$ cat config.mk
export PLATFORM = sky130hd
export DESIGN_NAME = ram_fifo_sync
export DESIGN_NICKNAME = d
export VERILOG_FILES = /design/src/rtl/ram_fifo_pkg.sv /design/src/rtl/ram_fifo_mem.sv /design/src/rtl/ram_fifo_sync.sv
export SDC_FILE = /design/constraint.sdc
export NUM_CORES = 1
export LEC_CHECK = 0
export CAP_MARGIN = 10
export CELL_PAD_IN_SITES_DETAIL_PLACEMENT = 0
export CELL_PAD_IN_SITES_GLOBAL_PLACEMENT = 1
export CORE_ASPECT_RATIO = 1.75
export CORE_MARGIN = 2
export CORE_UTILIZATION = 30
export CTS_CLUSTER_SIZE = 8
export DETAILED_ROUTE_END_ITERATION = 6
export GPL_ROUTABILITY_DRIVEN = 0
export PLACE_DENSITY_LB_ADDON = 0.1
export RECOVER_POWER = 50
export SLEW_MARGIN = 10
export SYNTH_ARGS = -nofsm -noshare
export SYNTH_HDL_FRONTEND = slang
export SYNTH_SLANG_ARGS = --single-unit
$ cat constraint.sdc
create_clock -name Clock -period 2.9 [get_ports Clock]
set_input_delay 0.58 -clock Clock [delete_from_list [all_inputs] [get_ports Clock]]
set_output_delay 0.58 -clock Clock [all_outputs]
set_load 0.02 [all_outputs]
$ cat src/rtl/ram_fifo_pkg.sv
// Shared defaults for the RAM-backed synchronous FIFO and its storage.
package ram_fifo_pkg;

    localparam int unsigned DefDataWidth = 8;
    localparam int unsigned DefAddrWidth = 4;

    function automatic int unsigned fifo_depth(input int unsigned addr_width);
        return 32'd1 << addr_width;
    endfunction

endpackage

$ cat src/rtl/ram_fifo_mem.sv
// Simple dual-port RAM: synchronous write port, registered synchronous read port.
module ram_fifo_mem
    import ram_fifo_pkg::*;
#(
    parameter int unsigned DataWidth = DefDataWidth,
    parameter int unsigned AddrWidth = DefAddrWidth
) (
    input  logic                 clk_i,
    input  logic                 rst_ni,
    input  logic                 we_i,
    input  logic [AddrWidth-1:0] waddr_i,
    input  logic [DataWidth-1:0] wdata_i,
    input  logic                 re_i,
    input  logic [AddrWidth-1:0] raddr_i,
    output logic [DataWidth-1:0] rdata_o
);

    localparam int unsigned Depth = fifo_depth(AddrWidth);

    logic [DataWidth-1:0] mem_q [Depth];
    logic [DataWidth-1:0] rdata_q;

    always_ff @(posedge clk_i) begin
        if (we_i) begin
            mem_q[waddr_i] <= wdata_i;
        end
    end

    // Read-during-write to the same address returns the old word.
    always_ff @(posedge clk_i or negedge rst_ni) begin
        if (!rst_ni) begin
            rdata_q <= '0;
        end else if (re_i) begin
            rdata_q <= mem_q[raddr_i];
        end
    end

    assign rdata_o = rdata_q;

endmodule

$ cat src/rtl/ram_fifo_sync.sv
// Synchronous FIFO over a dual-port RAM with 1-cycle read latency.
// Optional sticky overflow/underflow flags: define RAM_FIFO_SYNC_ERR_FLAGS_EN.
module ram_fifo_sync
    import ram_fifo_pkg::*;
#(
    parameter int unsigned DATA_WIDTH        = DefDataWidth,
    parameter int unsigned ADDR_WIDTH        = DefAddrWidth,
    parameter int unsigned ALMOST_FULL_LEVEL = fifo_depth(ADDR_WIDTH) - 2
) (
    input  logic                  Clock,
    input  logic                  Reset,
    input  logic                  iPush,
    input  logic [DATA_WIDTH-1:0] iDataIn,
    input  logic                  iPop,
    output logic [DATA_WIDTH-1:0] oDataOut,
    output logic                  oValid,
    output logic                  oFull,
    output logic                  oEmpty,
    output logic                  oAlmostFull,
    output logic [ADDR_WIDTH:0]   oCount,
    output logic                  oOverflow,
    output logic                  oUnderflow,
    input  logic                  iClearFlags
);

    localparam int unsigned Depth = fifo_depth(ADDR_WIDTH);
    localparam logic [ADDR_WIDTH:0] CountFull = (ADDR_WIDTH+1)'(Depth);
    localparam logic [ADDR_WIDTH:0] CountAf   = (ADDR_WIDTH+1)'(ALMOST_FULL_LEVEL);

    logic [ADDR_WIDTH-1:0] wptr_q, wptr_d, rptr_q, rptr_d;
    logic [ADDR_WIDTH:0]   count_q, count_d;
    logic                  valid_q, valid_d;
    logic                  full, empty, push_acc, pop_acc;

    assign full  = (count_q == CountFull);
    assign empty = (count_q == '0);

    // A pop frees a slot in the same cycle, so push is allowed when full if a pop is accepted.
    assign pop_acc  = iPop & ~empty;
    assign push_acc = iPush & (~full | pop_acc);

    always_comb begin
        wptr_d  = wptr_q;
        rptr_d  = rptr_q;
        count_d = count_q;
        valid_d = pop_acc;
        if (push_acc) begin
            wptr_d = wptr_q + ADDR_WIDTH'(1);
        end
        if (pop_acc) begin
            rptr_d = rptr_q + ADDR_WIDTH'(1);
        end
        if (push_acc && !pop_acc) begin
            count_d = count_q + (ADDR_WIDTH+1)'(1);
        end else if (pop_acc && !push_acc) begin
            count_d = count_q - (ADDR_WIDTH+1)'(1);
        end
    end

    always_ff @(posedge Clock or negedge Reset) begin
        if (!Reset) begin
            wptr_q  <= '0;
            rptr_q  <= '0;
            count_q <= '0;
            valid_q <= 1'b0;
        end else begin
            wptr_q  <= wptr_d;
            rptr_q  <= rptr_d;
            count_q <= count_d;
            valid_q <= valid_d;
        end
    end

    ram_fifo_mem #(
        .DataWidth(DATA_WIDTH),
        .AddrWidth(ADDR_WIDTH)
    ) u_mem (
        .clk_i  (Clock),
        .rst_ni (Reset),
        .we_i   (push_acc),
        .waddr_i(wptr_q),
        .wdata_i(iDataIn),
        .re_i   (pop_acc),
        .raddr_i(rptr_q),
        .rdata_o(oDataOut)
    );

`ifdef RAM_FIFO_SYNC_ERR_FLAGS_EN
    logic ovf_q, ovf_d, unf_q, unf_d;

    // Set beats clear when both happen in the same cycle.
    always_comb begin
        ovf_d = (ovf_q & ~iClearFlags) | (iPush & full & ~pop_acc);
        unf_d = (unf_q & ~iClearFlags) | (iPop & empty);
    end

    always_ff @(posedge Clock or negedge Reset) begin
        if (!Reset) begin
            ovf_q <= 1'b0;
            unf_q <= 1'b0;
        end else begin
            ovf_q <= ovf_d;
            unf_q <= unf_d;
        end
    end

    assign oOverflow  = ovf_q;
    assign oUnderflow = unf_q;
`else
    logic unused_clear_flags;
    assign unused_clear_flags = iClearFlags;
    assign oOverflow          = 1'b0;
    assign oUnderflow         = 1'b0;
`endif

    assign oValid      = valid_q;
    assign oFull       = full;
    assign oEmpty      = empty;
    assign oAlmostFull = (count_q >= CountAf);
    assign oCount      = count_q;

endmodule

==> metrics, run 1 <==
status=completed; fin crit period=2.75 ns; first-pass GRT wire length=20.8 mm; Die Span Y=191 microns; initial core utilization=30.5%; Synth Register Bits=150; RSZ-0062 raised after global routing=no; later-pin clock latency in the skew report=0.42 ns; largest net degree at the start of global routing=24; Placeable Area=19700 sq um; DPL Wire Length=9.24 mm; initial antenna violation count=0; Post-Route Skew=0.0105 ns; critical path, cell by cell=or4_4, nor2_1, clkdlybuf4s50_1; sw frac=29.3%; P_sw=2.24 mW; Final Hold Viols=0; antenna cell count=0; dominant cells by area after synthesis=edfxtp_1 64%, mux4_2 12%, dfrtp_1 9.2%; WL/cell=21.2 microns; Hold Path Class=flop to flop; CTS tree=yes; slowest CP cell=clkdlybuf4s50_1; Yosys cell types=33; worst r2r src=oCount[1]; Rows=68; Async SR Flop Fraction=14.7%; Pwr Density=1040 nW/um^2; Tcrit/Tclk final=95.0%; EDFF count, synth=128; mean number of vias per cell=4.70; WL final=13.4 mm; Overflow after GRT=0; relative slew slack=8.02%; Critical Path Fanout Max=7; crit path DAT=2.17 ns; Main synth FF type=edfxtp_1; sequential fraction of the synthesis area=73.0%; Worst Path Required=2.32 ns; Ports=32; Setup crit start=oCount[1]; Cell Int Power=5.41 mW; Flop pwr share=39.5%; MaxCap Viol Count=0; fin. max-slew vios=0; syn_area_per_cell=19.0 sq um; Final Non-Filler Cells=632; drt drc=0; Die W=111 microns; maximum vdd ir drop=0.418 mV; vias=2969; CTS root buf=clkbuf_16; startpoint types=flop; PortBufs=28; combinational power share=27.9%; worst slew pin tran=1.38 ns; CP peak stage delay=0.61 ns; CTS Sinks=150; clock power share=32.6%; total CTS buffers=17; H-tree Lvls=4; Yosys Warn Count=0; DRT antenna net count=0; kind of critical path=flop to output port; post_cts resized=0; Final #Nets=397; Synth top area share=63.9%; Area Overhead vs Synth=22.7%; layout cell share with drive strength beyond 1=24.0%; CTS clk-pin slew, worst paths=0.06 ns; CTS Buffer Depth=2; Netlist Area Pre-Place=6020 sq um; setup TNS=0 ns; fmax=0.363 GHz; hold buffers post-CTS=0; post-synthesis cell count=317; dpl cells=600; # setup viols final=0; area leader, netlist=edfxtp_1; Post-CTS Setup Bufs=0; number of global-route vias before repair=3270; Initial DRT Pass Iterations=4; First DRT Iteration DRCs=105; hold_sp=u_mem.rdata_o[5]; GR Util All Layers=13.6%; Worst Setup End Kind=output port; DIE AREA=21200 sq um; leakage power=2.57 nW
==> routing by layer <==
metal	vias up	GRT usage, %	share of wire, %
met4	0	4.84	1.5
met2	48	26.0	58
li1	1350	-	-
met3	12	2.41	2.1
met5	-	0	0
met1	1559	15.0	39
==> cells by family after synthesis <==
kind of cell    Yosys count  synth area share, %
other cells               1               0.0623
xor+xnor                 10                 1.46
flops                   150                 73.0
simple gates             56                 4.68
compound gates           25                 2.85
fa+ha+maj                10                 2.20
buf+inv                  24                 2.02
mux                      41                 13.7
==> power groups by stage <==
stage,clock [mW],sequential [mW],combinational [mW]
after floorplan,0,2.98,1.42
after CTS,2.56,3.05,2.21
final,2.50,3.02,2.13
after global placement,0,3.07,2.20
after global routing,2.66,3.08,2.33
after detailed placement,0,3.09,2.21
==> metrics by stage <==
step	cell area (sq um)	worst slack, ns	hold WS, ns	utilization (%)	total power [mW]
floorplan	6020	0.0227	0.284	-	4.41
global placement	6710	0.100	0.468	34.0	5.27
detailed placement	6710	0.0862	0.473	34.0	5.29
CTS	7390	0.122	0.488	37.5	7.82
global route	7380	0.0566	0.499	37.4	8.06
finish	7380	0.146	0.477	37.4	7.66
==> synthesized netlist by cell type (2+ instances only) <==
cell type	number
edfxtp_1	128
mux4_2	33
nand2_1	27
dfrtp_1	22
and2_1	16
o21ai_0	11
ha_1	9
mux2i_1	8
xnor2_1	8
buf_2	7
inv_1	7
o221ai_1	7
buf_4	4
clkbuf_1	3
nor2_1	3
a21o_1	2
a21oi_1	2
inv_2	2
nand4_1	2
nor3b_1	2
xor2_1	2
==> final cells by class <==
type | instances | area, sq um
fill | 1841 | 12400
tap | 245 | 307
inverter | 9 | 33.8
timing repair buffer | 52 | 462
clock inverter | 13 | 226
clock buffer | 19 | 453
multi-input combinational | 144 | 1500
sequential | 150 | 4400
==> worst paths after layout <==
check | endpoint | slack, ns | depth (start not counted)
worst min register to register | u_mem.rdata_o[5] | 0.48 | 2
worst min-delay path | u_mem.rdata_o[5] | 0.48 | 2
worst max register to register | oCount[4] | 0.25 | 9
worst max-delay path | oEmpty | 0.15 | 3
max in group asynchronous | rptr_q[2] | 0.98 | 2
min in group asynchronous | wptr_q[0] | 1.00 | 2
==> sequential cells by signal, summed over array words and instances, names as in the netlist <==
register       flops
oCount             5
u_mem.rdata_o      8
wptr_q             4
rptr_q             4
oValid             1
u_mem.mem_q      128
==> layout by cell type, fill, tap and decap left out, types with 2 or more instances in the layout <==
cell	count
nand2_1	27
a21oi_1	2
clkbuf_8	2
clkbuf_1	3
edfxtp_1	128
clkinv_4	3
and2_1	16
nand4_1	2
o21ai_0	11
mux4_2	33
ha_1	9
xor2_1	2
xnor2_1	8
clkbuf_16	17
dfrtp_1	20
dfrtp_2	2
bufinv_16	6
inv_1	8
dlygate4sd3_1	9
buf_4	20
a21o_1	2
clkinv_2	4
mux2i_1	8
nor2_1	3
o221ai_1	7
conb_1	2
nor3b_1	2
clkdlybuf4s50_1	19
==> worst max-delay path, delay by kind of cell (launching register included) <==
kind          cells  cell delay (ns)
buf+inv           1             0.61
simple gates      2             0.69
flops             1             0.46
(Power assumes the default switching activity.)
==> inputs of run 2 (changes only) <==
--- a/config.mk
+++ b/config.mk
@@ -14,6 +14,7 @@
 export CTS_CLUSTER_SIZE = 8
 export DETAILED_ROUTE_END_ITERATION = 6
 export GPL_ROUTABILITY_DRIVEN = 0
+export HOLD_SLACK_MARGIN = 0.06
 export PLACE_DENSITY_LB_ADDON = 0.1
 export RECOVER_POWER = 50
 export SLEW_MARGIN = 10
==> results of run 2 <==
No change in the layout: final DEF, timing and power equal those of run 1.
